$ cat src/rtl/core_sequencer.sv
// Multi-cycle instruction sequencer: FETCH/DECODE/EXECUTE/MEMORY/WRITEBACK with memory timeout.
// Optional retired-instruction counter (instret) enabled by defining SEQ_PERF_CNT_EN.
module core_sequencer #(
  parameter int ADDRESS_BITS = 16,
  parameter int MEM_TIMEOUT  = 15
) (
  input  logic       clock,
  input  logic       reset,
  input  logic       start,
  input  logic       halt_req,
  input  logic       dec_wEn,
  input  logic       dec_mem_wEn,
  input  logic       dec_wb_sel,
  input  logic       imem_ready,
  input  logic       dmem_ready,
  output logic       imem_req,
  output logic       ir_wEn,
  output logic       dmem_req,
  output logic       dmem_wEn,
  output logic       rf_wEn,
  output logic       pc_wEn,
  output logic       busy,
  output logic       mem_err,
`ifdef SEQ_PERF_CNT_EN
  output logic [31:0] instret,
`endif
  output logic [2:0] state
);

  // Handshake: a request (imem_req/dmem_req) stays high every cycle of its state;
  // the cycle on which the matching ready is high completes the transfer.

  if (MEM_TIMEOUT < 1 || MEM_TIMEOUT > 255 || ADDRESS_BITS < 1) begin : g_bad_cfg
    $error("core_sequencer: illegal MEM_TIMEOUT or ADDRESS_BITS");
  end

  typedef enum logic [2:0] {
    S_IDLE      = 3'd0,
    S_FETCH     = 3'd1,
    S_DECODE    = 3'd2,
    S_EXECUTE   = 3'd3,
    S_MEMORY    = 3'd4,
    S_WRITEBACK = 3'd5,
    S_ERROR     = 3'd6,
    S_ILLEGAL   = 3'd7
  } state_t;

  localparam logic [7:0] TIMEOUT = 8'(MEM_TIMEOUT);

  state_t     state_q, state_d;
  logic [7:0] wait_cnt;
  logic       timeout_hit;
  logic       waiting;

  assign state       = state_q;
  assign timeout_hit = (wait_cnt == TIMEOUT);

  always_comb begin
    state_d  = state_q;
    imem_req = 1'b0;
    dmem_req = 1'b0;
    dmem_wEn = 1'b0;
    rf_wEn   = 1'b0;
    pc_wEn   = 1'b0;
    case (state_q)
      S_IDLE:      if (start) state_d = S_FETCH;
      S_FETCH: begin
        imem_req = 1'b1;
        // A ready on the timeout cycle still completes the fetch.
        if (imem_ready)       state_d = S_DECODE;
        else if (timeout_hit) state_d = S_ERROR;
      end
      S_DECODE:    state_d = S_EXECUTE;
      S_EXECUTE:   state_d = (dec_wb_sel || dec_mem_wEn) ? S_MEMORY : S_WRITEBACK;
      S_MEMORY: begin
        dmem_req = 1'b1;
        dmem_wEn = dec_mem_wEn;
        if (dmem_ready)       state_d = S_WRITEBACK;
        else if (timeout_hit) state_d = S_ERROR;
      end
      S_WRITEBACK: begin
        pc_wEn  = 1'b1;
        rf_wEn  = dec_wEn;
        state_d = halt_req ? S_IDLE : S_FETCH;
      end
      S_ERROR:     state_d = S_ERROR;
      default:     state_d = S_IDLE;
    endcase
  end

  assign ir_wEn  = imem_ready && (state_q == S_FETCH);
  assign busy    = (state_q == S_FETCH) || (state_q == S_DECODE) || (state_q == S_EXECUTE) ||
                   (state_q == S_MEMORY) || (state_q == S_WRITEBACK);

  // Counter runs only while parked in a memory-wait state; any entry or exit clears it.
  assign waiting = ((state_q == S_FETCH) || (state_q == S_MEMORY)) && (state_d == state_q);

  always_ff @(posedge clock or negedge reset) begin
    if (!reset) begin
      state_q  <= S_IDLE;
      wait_cnt <= 8'd0;
      mem_err  <= 1'b0;
    end else begin
      state_q  <= state_d;
      wait_cnt <= waiting ? wait_cnt + 8'd1 : 8'd0;
      if (state_d == S_ERROR) mem_err <= 1'b1;
    end
  end

`ifdef SEQ_PERF_CNT_EN
  always_ff @(posedge clock or negedge reset) begin
    if (!reset)                       instret <= 32'd0;
    else if (state_q == S_WRITEBACK)  instret <= instret + 32'd1;
  end
`endif

endmodule

$ cat config.mk
export PLATFORM = sky130hd
export DESIGN_NAME = core_sequencer
export DESIGN_NICKNAME = d
export VERILOG_FILES = /design/src/rtl/core_sequencer.sv
export SDC_FILE = /design/constraint.sdc
export NUM_CORES = 1
export LEC_CHECK = 0
export CAP_MARGIN = 40
export CELL_PAD_IN_SITES_DETAIL_PLACEMENT = 0
export CELL_PAD_IN_SITES_GLOBAL_PLACEMENT = 1
export CORE_MARGIN = 2
export CORE_UTILIZATION = 34
export DETAILED_ROUTE_END_ITERATION = 7
export HOLD_SLACK_MARGIN = 0.15
export PLACE_DENSITY = 0.75
export REMOVE_ABC_BUFFERS = 1
export SYNTH_ARGS = -nofsm -noshare
export SYNTH_HDL_FRONTEND = slang
export SYNTH_SLANG_ARGS = --single-unit
$ cat constraint.sdc
create_clock -name clock -period 2.2 [get_ports clock]
set_clock_uncertainty 0.2 [all_clocks]
set_input_delay 0.22 -clock clock [delete_from_list [all_inputs] [get_ports clock]]
set_output_delay 0.22 -clock clock [all_outputs]
set_load 0.01 [all_outputs]
==> impl_metrics.env, run 1 <==
export IMPL_clk_pin_slew_worst_setup_hold_paths_ns=0.07
export IMPL_mostFrequentLayoutCells="16 x sky130_fd_sc_hd__clkdlybuf4s50_1, 10 x sky130_fd_sc_hd__dfrtp_1, 6 x sky130_fd_sc_hd__inv_1, 6 x sky130_fd_sc_hd__nor2_1, 6 x sky130_fd_sc_hd__o21ai_0"
export IMPL_post_synth_instance_area_um2=718
export IMPL_critPathBufInv=1
export IMPL_final_setup_viol_count=0
export IMPL_pwr_density_cell_nw_per_um2=974
export IMPL_power_leakage_uw=0.000458
export IMPL_share_comb_of_total_power_pct=50.8
export IMPL_area_delta_synth_final_pct=42.9
export IMPL_internal_power_of_the_cells_uw=649
export IMPL_fp_dieArea_um2=2500
export IMPL_placed_cells=121
export IMPL_drt_iter0_drc=16
export IMPL_finalPower_uw=999
export IMPL_detailedRoute_firstPassIterationCount=4
export IMPL_vdd_ir_drop_worst_v=0.000604
export IMPL_max_cap_violations=0
export IMPL_hpwl_um=1270
export IMPL_postSynth_asyncResetShare_pct=100
export IMPL_seq_power_share_pct=31.7
export IMPL_crit_required_ns=1.78
export IMPL_period_share_pct=95.1
export IMPL_layout_cells_non_filler=129
export IMPL_cts_root_buffer="sky130_fd_sc_hd__clkbuf_4"
export IMPL_yosysWarnings=0
export IMPL_path_delay_family="buffers and inverters"
export IMPL_worst_slew_pin_slew_ns=0.546
export IMPL_pin_count=20
export IMPL_rows=16
export IMPL_cts_made_buffers=3
export IMPL_maxSlewViolCount=0
export IMPL_synth_area_per_cell_um2=9.33
export IMPL_io_buffer_count=19
export IMPL_arrival_ns=1.67
export IMPL_commonest_non_fill_non_tap_cell_in_the_layout="sky130_fd_sc_hd__clkdlybuf4s50_1"
export IMPL_grt_usage_pct=15.3
export IMPL_antennaDiodeCount=0
export IMPL_detailroute_via_count=665
export IMPL_critical_path_max_stage_delay_ns=0.53
export IMPL_worstHoldPathType="reg2reg"
export IMPL_slew_limit_headroom_pct=63.3
export IMPL_initial_core_util_pct=36.2
export IMPL_clock_tree_buffer_depth=2
export IMPL_wire_length_of_the_first_global_routing_pass_um=2800
export IMPL_p_sw_uw=350
export IMPL_drt_antenna_violating_nets=0
export IMPL_die_w_um=50.0
export IMPL_final_hold_violation_count=0
export IMPL_min_period_ns=2.09
export IMPL_synthCells=77
export IMPL_clock_tree_htree_level_count=1
export IMPL_setup_worst_path_end_class="output port"
export IMPL_grt_start_max_net_pins=13
export IMPL_place_congestion=0.811
export IMPL_synth_seq_area_share_pct=41.8
export IMPL_avgRoutedWirePerCell_um=12.9
export IMPL_max_freq_mhz=478
export IMPL_critical_path_peak_fanout=7
export IMPL_clkPwrFrac_pct=17.5
export IMPL_fraction_of_layout_cells_with_a_size_suffix_above_1_pct=16.7
export IMPL_synth_cell_type_count=31
export IMPL_layout_nets=113
export IMPL_cts_sink_count=12
export IMPL_count_of_flip_flops_with_a_built_in_enable_after_synthesis=0
export IMPL_postRouteWirelength_um=1670
export IMPL_drcViolationCount=0
export IMPL_setup_repair_after_global_routing_missed_its_margin="false"
export IMPL_setup_total_negative_slack_ns=0
export IMPL_worst_path_max_delay_cell="sky130_fd_sc_hd__clkdlybuf4s50_1"
export IMPL_setup_worst_path_class="reg2out"
export IMPL_clock_tree_from_tritoncts="done"
export IMPL_worstPathCellList="nand2b_4, nor2_1, and2_1, clkdlybuf4s50_1"
export IMPL_clk_insertion_delay_late_ns=0.28
export IMPL_power_share_switching_pct=35.1
export IMPL_die_extent_in_y_um=50.0
export IMPL_worstSetupStartpointType="register"
export IMPL_total_overflow_reported_by_the_global_router=0
export IMPL_postSynth_topFlopCell="sky130_fd_sc_hd__dfrtp_1"
export IMPL_vias_per_cell=5.16
export IMPL_synth_seq_cells=12
export IMPL_fp_coreArea_um2=1980
export IMPL_status="completed"
export IMPL_grt_pass1_vias=598
export IMPL_hold_ws_ns=0.288
export IMPL_antenna_found_initial=0
-- sequential cells by signal (all words and copies together) (netlist names) --
name / count
state: 3
mem_err: 1
wait_cnt: 8
-- layout make-up --
type,count,area (µm²)
Timing Repair Buffer,25,245
Sequential cell,12,303
Fill cell,190,956
Tap cell,27,33.8
Inverter,6,22.5
Multi-Input combinational cell,55,385
Clock buffer,4,36.3
-- layer usage --
layer	track usage, %	vias to the layer above	wire length, µm
met3	5.45	4	67
met2	23.6	14	804
li1	-	330	-
met5	0	-	0
met4	5.56	0	21
met1	19.7	317	776
-- kinds of logic after synthesis --
logic type               share of synthesized area [%]
adder cells (fa/ha/maj)                           1.74
buffers and inverters                             5.58
AND/OR/NAND/NOR                                   26.1
AO/OA/AOI/OAI                                     21.1
flip-flops                                        41.8
XOR/XNOR                                          3.66
-- power by group through the flow --
stage | clock network, µW | registers [µW] | logic (µW)
2_1_floorplan | 0 | 352 | 191
3_3_place_gp | 0 | 323 | 461
3_5_place_dp | 0 | 325 | 459
4_1_cts | 182 | 324 | 463
5_1_grt | 198 | 324 | 564
6_report | 175 | 317 | 507
-- cell usage after synthesis, types with 3 or more instances --
cell type | count | area [µm²]
sky130_fd_sc_hd__dfrtp_1 | 12 | 300
sky130_fd_sc_hd__inv_1 | 6 | 22.5
sky130_fd_sc_hd__nor2_1 | 6 | 22.5
sky130_fd_sc_hd__o21ai_0 | 6 | 30.0
sky130_fd_sc_hd__a21oi_1 | 4 | 20.0
sky130_fd_sc_hd__or3_1 | 4 | 25.0
sky130_fd_sc_hd__a22oi_1 | 3 | 22.5
sky130_fd_sc_hd__a31oi_1 | 3 | 18.8
sky130_fd_sc_hd__nand2b_1 | 3 | 18.8
sky130_fd_sc_hd__nand3_1 | 3 | 15.0
-- final timing paths --
check                                            from                    end  slack, ns  cells after the start
worst max-delay path               state[0]$_DFF_PN0_               dmem_wEn       0.11                      4
worst min-delay path            wait_cnt[0]$_DFF_PN0_  wait_cnt[0]$_DFF_PN0_       0.29                      1
worst max register to register  wait_cnt[5]$_DFF_PN0_  wait_cnt[5]$_DFF_PN0_       0.49                      3
worst min register to register  wait_cnt[0]$_DFF_PN0_  wait_cnt[0]$_DFF_PN0_       0.29                      1
max in group asynchronous                       reset     state[2]$_DFF_PN0_       0.77                      2
min in group asynchronous                       reset  wait_cnt[4]$_DFF_PN0_       0.63                      2
-- through the flow --
step	area (µm²)	setup slack (ns)	util, %
3_5_place_dp	940	0.263	47.4
3_3_place_gp	940	0.280	47.4
5_1_grt	1030	0.0455	51.8
6_report	1030	0.108	51.8
2_1_floorplan	701	0.608	-
4_1_cts	988	0.0234	49.9
-- worst reg2reg max path: cells and delay by family (launching register included) --
kind	cells	cell delay (ns)
and+or+nand+nor	1	0.59
AOI/OAI and AO/OA	2	0.36
DFF	1	0.44
-- timing repair --
action,4_1_cts,5_1_grt
cloned,0,0
setup buffers,0,3
hold buffers,1,0
endpoints found under the setup margin,2,3
hold endpoints to repair,12,0
gates resized for setup,2,4
(Power assumes the default switching activity.)
==> run 2, diff against run 1 <==
HOLD_SLACK_MARGIN = 0.05   (was 0.15)
REMOVE_ABC_BUFFERS = default   (was 1)
SLEW_MARGIN = 20   (was default)
==> run 2 against run 1 <==
Sequential power up 4%. Global-route usage down 1.3 points. Sequential cell count unchanged. Total power down 7.1%. First-iteration DRC count down 63%. Via count down 1.7%. Routed wire length down 7.5%. Clock power down 25%. Sequential share of layout area up 1.3 points. Fmax down 2.0%. Worst hold slack worse by 0.21 ns. Critical endpoint is now ir_wEn. Largest cell class unchanged. Highest routed layer unchanged.
==> impl_metrics.env, run 2 (synthesis gave the netlist of run 1 again) <==
export IMPL_top_register_by_number_of_flip_flops="wait_cnt"
export IMPL_critical_path_peak_fanout=8
export IMPL_max_cap_violations=0
export IMPL_commonest_non_fill_non_tap_cell_in_the_layout="sky130_fd_sc_hd__clkdlybuf4s50_1"
export IMPL_worstSetupStartpointType="register"
export IMPL_postLayoutCoreUtil_pct=49.6
export IMPL_path_delay_family="buffers and inverters"
export IMPL_worst_slew_pin_slew_ns=0.512
export IMPL_detailedRoute_firstPassIterationCount=4
export IMPL_postRouteWirelength_um=1540
export IMPL_max_freq_mhz=468
export IMPL_final_setup_viol_count=0
export IMPL_die_extent_in_y_um=50.0
export IMPL_clock_tree_htree_level_count=1
export IMPL_slew_limit_headroom_pct=65.8
export IMPL_period_share_pct=97.0
export IMPL_cts_made_buffers=3
export IMPL_drcViolationCount=0
export IMPL_fp_dieArea_um2=2500
export IMPL_post_synthesis_net_count=87
export IMPL_clock_tree_from_tritoncts="done"
export IMPL_min_period_ns=2.13
export IMPL_antennaDiodeCount=0
export IMPL_hpwl_um=1200
export IMPL_rows=16
export IMPL_layout_nets=111
export IMPL_antenna_found_initial=0
export IMPL_number_of_buffers_inserted_for_hold_repair_after_clock_tree_synthesis=0
export IMPL_detailedPlace_worstSlack_ns=0.242
export IMPL_clk_pin_slew_worst_setup_hold_paths_ns=0.08
export IMPL_fraction_of_layout_cells_with_a_size_suffix_above_1_pct=15.2
export IMPL_maxSlewViolCount=0
export IMPL_clk_insertion_delay_late_ns=0.27
export IMPL_area_delta_synth_final_pct=36.8
export IMPL_final_setup_worst_slack_ns=0.0652
export IMPL_placed_cells=120
export IMPL_mostFrequentLayoutCells="19 x sky130_fd_sc_hd__clkdlybuf4s50_1, 10 x sky130_fd_sc_hd__dfrtp_1, 6 x sky130_fd_sc_hd__inv_1, 6 x sky130_fd_sc_hd__o21ai_0, 5 x sky130_fd_sc_hd__nor2_1"
export IMPL_setup_worst_path_class="reg2out"
export IMPL_place_congestion=0.768
export IMPL_initial_core_util_pct=36.2
export IMPL_pin_count=20
export IMPL_max_reg_flops=8
export IMPL_arrival_ns=1.71
export IMPL_grt_start_max_net_pins=13
export IMPL_setup_worst_path_end_class="output port"
export IMPL_worst_path_max_delay_cell="sky130_fd_sc_hd__clkdlybuf4s50_1"
export IMPL_wire_length_of_the_first_global_routing_pass_um=2680
export IMPL_worstHoldPathType="in2async"
export IMPL_pwr_density_cell_nw_per_um2=945
export IMPL_worstPathCellList="nand2b_1, nand2b_1, nor2_1, clkdlybuf4s50_1"
export IMPL_grt_usage_pct=14.1
export IMPL_die_w_um=50.0
export IMPL_n_fill_cell=185
export IMPL_hold_ws_ns=0.0798
export IMPL_vdd_ir_drop_worst_v=0.000476
export IMPL_cts_sink_count=12
export IMPL_grt_pass1_vias=577
export IMPL_avgRoutedWirePerCell_um=12.3
export IMPL_power_leakage_uw=0.000389
export IMPL_total_overflow_reported_by_the_global_router=0
export IMPL_drt_antenna_violating_nets=0
export IMPL_io_buffer_count=19
export IMPL_final_hold_violation_count=0
export IMPL_critPathBufInv=1
export IMPL_critical_path_max_stage_delay_ns=0.53
export IMPL_cts_root_buffer="sky130_fd_sc_hd__clkbuf_4"
export IMPL_detailroute_via_count=654
export IMPL_layout_cells_non_filler=126
export IMPL_critical_path_most_common_cell="sky130_fd_sc_hd__nand2b_1"
export IMPL_clock_tree_buffer_depth=2
export IMPL_crit_required_ns=1.78
export IMPL_status="completed"
export IMPL_fp_coreArea_um2=1980
export IMPL_drt_iter0_drc=6
export IMPL_vias_per_cell=5.19
[run 2: cell types whose count changed in the layout (fill, tap and decap cells not counted), sizes merged]
cell | previous run | this run
dlymetal6s2s | 3 | 0
dlygate4sd3 | 1 | 0
clkdlybuf4s50 | 16 | 19
buf | 5 | 4
clkbuf | 4 | 3
[run 2: final timing paths]
path / cells past startpoint / endpoint / start / slack (ns)
setup / recovery: 4 / ir_wEn / state[2]$_DFF_PN0_ / 0.07
hold / removal: 1 / wait_cnt[2]$_DFF_PN0_ / reset / 0.08
setup reg to reg: 3 / wait_cnt[3]$_DFF_PN0_ / wait_cnt[5]$_DFF_PN0_ / 0.50
hold reg to reg: 1 / wait_cnt[0]$_DFF_PN0_ / wait_cnt[0]$_DFF_PN0_ / 0.29
max in group asynchronous: 1 / state[0]$_DFF_PN0_ / reset / 1.35
min in group clock: 1 / wait_cnt[0]$_DFF_PN0_ / wait_cnt[0]$_DFF_PN0_ / 0.29
[run 2: layout make-up]
cell class	instances	area, µm²	area share, %
repair buffers	23	220	22.4
multi-input cells	55	380	38.7
well taps	27	33.8	3.44
inverters	6	22.5	2.29
flip-flops and latches	12	303	30.8
clock buffers	3	22.5	2.29
[run 2: report_power, final]
group | internal, µW | leakage, µW | switching [µW]
Clock | 63.3 | 0.0000138 | 69.1
Combinational | 262 | 0.000219 | 205
Sequential | 267 | 0.000156 | 62.5
[run 2: worst reg2reg max path: cells and delay by family, from the launching register on]
family / cells / cell delay [ns]
simple gates: 2 / 0.67
flops: 1 / 0.44
compound gates: 1 / 0.26
[run 2: through the flow]
stage	TNS (ns)	area (µm²)	power, µW
floorplan	0	718	561
global route	-0.000931	982	999
global placement	0	932	766
CTS	-0.000572	957	904
detailed placement	0	932	766
finish	0	982	928
[run 2: timing repair]
action	CTS	global route
setup endpoints to repair	3	2
setup buffers	0	3
resized for setup	2	1
[run 2: metal layers]
layer	track usage (%)	vias to the layer above	wire length, µm
met5	0	-	0
met4	5.56	0	27
met3	3.64	5	66
met2	22.0	17	757
met1	18.4	308	693
li1	-	324	-
==> run 3, diff against run 2 <==
REMOVE_ABC_BUFFERS = 1   (was default)
==> run 3 against run 2 <==
Largest cell class unchanged. Cell count grew 1.6%. Worst hold slack gained 0.0097 ns. Count of clock-buffer cells in the layout grew 1. Sequential share of layout area shrank 1.0 points. Clock power grew 32%. Final area grew 3.4%. Global-route usage grew 1.2 points. Critical path type unchanged. Routed wire length grew 8.0%. Register-to-register slack is essentially flat. Sequential power shrank 4%.
==> impl_metrics.env, run 3 (synthesis gave the netlist of run 1 again) <==
export IMPL_drt_antenna_violating_nets=0
export IMPL_layout_nets=112
export IMPL_setup_worst_path_end_class="output port"
export IMPL_clock_tree_from_tritoncts="done"
export IMPL_postRouteWirelength_um=1670
export IMPL_commonest_non_fill_non_tap_cell_in_the_layout="sky130_fd_sc_hd__clkdlybuf4s50_1"
export IMPL_antenna_found_initial=0
export IMPL_io_buffer_count=19
export IMPL_max_freq_mhz=478
export IMPL_total_overflow_reported_by_the_global_router=0
export IMPL_finalPower_uw=998
export IMPL_vias_per_cell=5.17
export IMPL_setup_worst_path_class="reg2out"
export IMPL_worst_slew_pin_slew_ns=0.570
export IMPL_area_delta_synth_final_pct=41.5
export IMPL_power_leakage_uw=0.000454
export IMPL_grt_pass1_vias=591
export IMPL_drcViolationCount=0
export IMPL_min_period_ns=2.09
export IMPL_worstHoldPathType="in2async"
export IMPL_grt_start_max_net_pins=13
export IMPL_worst_path_max_delay_cell="sky130_fd_sc_hd__clkdlybuf4s50_1"
export IMPL_fp_coreArea_um2=1980
export IMPL_pwr_density_cell_nw_per_um2=982
export IMPL_top_register_by_number_of_flip_flops="wait_cnt"
export IMPL_die_w_um=50.0
export IMPL_die_extent_in_y_um=50.0
export IMPL_rows=16
export IMPL_grt_usage_pct=15.2
export IMPL_status="completed"
export IMPL_clock_tree_htree_level_count=1
export IMPL_cts_sink_count=12
export IMPL_period_share_pct=95.0
export IMPL_clk_pin_slew_worst_setup_hold_paths_ns=0.07
export IMPL_antennaDiodeCount=0
export IMPL_multiInputGateArea_um2=385
export IMPL_n_fill_cell=191
export IMPL_detailedRoute_firstPassIterationCount=5
export IMPL_avgRoutedWirePerCell_um=13.0
export IMPL_fp_dieArea_um2=2500
export IMPL_cts_root_buffer="sky130_fd_sc_hd__clkbuf_4"
export IMPL_critical_path_peak_fanout=7
export IMPL_pin_count=20
export IMPL_crit_start="state[0]$_DFF_PN0_"
export IMPL_critPathBufInv=1
export IMPL_slew_limit_headroom_pct=61.7
export IMPL_detailroute_via_count=662
export IMPL_final_hold_violation_count=0
export IMPL_critical_path_max_stage_delay_ns=0.53
export IMPL_storage_element_area_um2=303
export IMPL_hpwl_um=1270
export IMPL_drt_iter0_drc=16
export IMPL_max_cap_violations=0
export IMPL_mostFrequentLayoutCells="16 x sky130_fd_sc_hd__clkdlybuf4s50_1, 10 x sky130_fd_sc_hd__dfrtp_1, 6 x sky130_fd_sc_hd__inv_1, 6 x sky130_fd_sc_hd__nor2_1, 6 x sky130_fd_sc_hd__o21ai_0"
export IMPL_place_congestion=0.811
export IMPL_setup_total_negative_slack_ns=0
export IMPL_maxSlewViolCount=0
export IMPL_max_reg_flops=8
export IMPL_crit_required_ns=1.78
export IMPL_initial_core_util_pct=36.2
export IMPL_path_delay_family="buffers and inverters"
export IMPL_worstSetupStartpointType="register"
export IMPL_arrival_ns=1.67
export IMPL_setup_repair_after_global_routing_missed_its_margin="false"
export IMPL_clk_insertion_delay_late_ns=0.28
export IMPL_vdd_ir_drop_worst_v=0.000605
export IMPL_worstPathCellList="nand2b_4, nor2_1, and2_1, clkdlybuf4s50_1"
export IMPL_cts_made_buffers=3
export IMPL_crit_reg2reg_launch="wait_cnt[5]$_DFF_PN0_"
export IMPL_wire_length_of_the_first_global_routing_pass_um=2790
export IMPL_clock_tree_buffer_depth=2
export IMPL_final_setup_viol_count=0
export IMPL_fraction_of_layout_cells_with_a_size_suffix_above_1_pct=16.8
run 3: cell types whose count changed in the layout (fill, tap and decap cells not counted), sizes merged:
cell | before | now
clkdlybuf4s50 | 19 | 16
dlymetal6s2s | 0 | 3
clkbuf | 3 | 4
buf | 4 | 5
run 3: stage by stage:
stage | hold WS (ns) | std cells | util [%] | area (µm²) | worst slack [ns]
after floorplan | -0.276 | 73 | - | 701 | 0.608
after global placement | 0.280 | 121 | 47.4 | 940 | 0.280
after detailed placement | 0.281 | 121 | 47.4 | 940 | 0.263
after CTS | 0.101 | 125 | 49.4 | 978 | 0.0234
after global routing | 0.141 | 128 | 51.3 | 1020 | 0.0447
final | 0.0896 | 128 | 51.3 | 1020 | 0.110
run 3: timing repair:
| item | in CTS | in global routing |
|---|---|---|
| cloned | 0 | 0 |
| hold buffers | 0 | 0 |
| endpoints found under the hold margin | 0 | 0 |
| setup buffers | 0 | 3 |
| gates resized for setup | 2 | 4 |
| setup endpoints to repair | 2 | 3 |
run 3: area by class of cell:
cell class | instances | area share, %
multi-input combinational | 55 | 37.9
sequential | 12 | 29.8
timing repair buffer | 24 | 23.2
clock buffer | 4 | 3.57
tap | 27 | 3.33
inverter | 6 | 2.22
run 3: final timing paths:
check / endpoint / slack, ns / cells after the start
worst max-delay path: dmem_wEn / 0.11 / 4
min in group clock: wait_cnt[0]$_DFF_PN0_ / 0.29 / 1
worst max register to register: wait_cnt[5]$_DFF_PN0_ / 0.49 / 3
worst min-delay path: wait_cnt[4]$_DFF_PN0_ / 0.09 / 1
worst min register to register: wait_cnt[0]$_DFF_PN0_ / 0.29 / 1
max in group asynchronous: state[2]$_DFF_PN0_ / 1.32 / 1
run 3: power breakdown:
part / internal [µW] / switching [µW] / leakage, µW
clock network: 101 / 73.1 / 0.0000210
registers: 267 / 49.7 / 0.000156
logic: 279 / 227 / 0.000277
total: 648 / 350 / 0.000454
run 3: metal layers:
| layer | up-vias | share of wire (%) | track usage, % |
|---|---|---|---|
| li1 | 327 | - | - |
| met4 | 0 | 1.3 | 5.56 |
| met5 | - | 0 | 0 |
| met1 | 317 | 47 | 19.7 |
| met2 | 14 | 48 | 23.3 |
| met3 | 4 | 3.8 | 5.45 |
run 3: worst reg2reg max path, stage by stage (launching register included):
cell and delay, ns:
sky130_fd_sc_hd__dfrtp_1 0.44, sky130_fd_sc_hd__or4_4 0.59, sky130_fd_sc_hd__o21ai_4 0.23, sky130_fd_sc_hd__a22oi_1 0.13
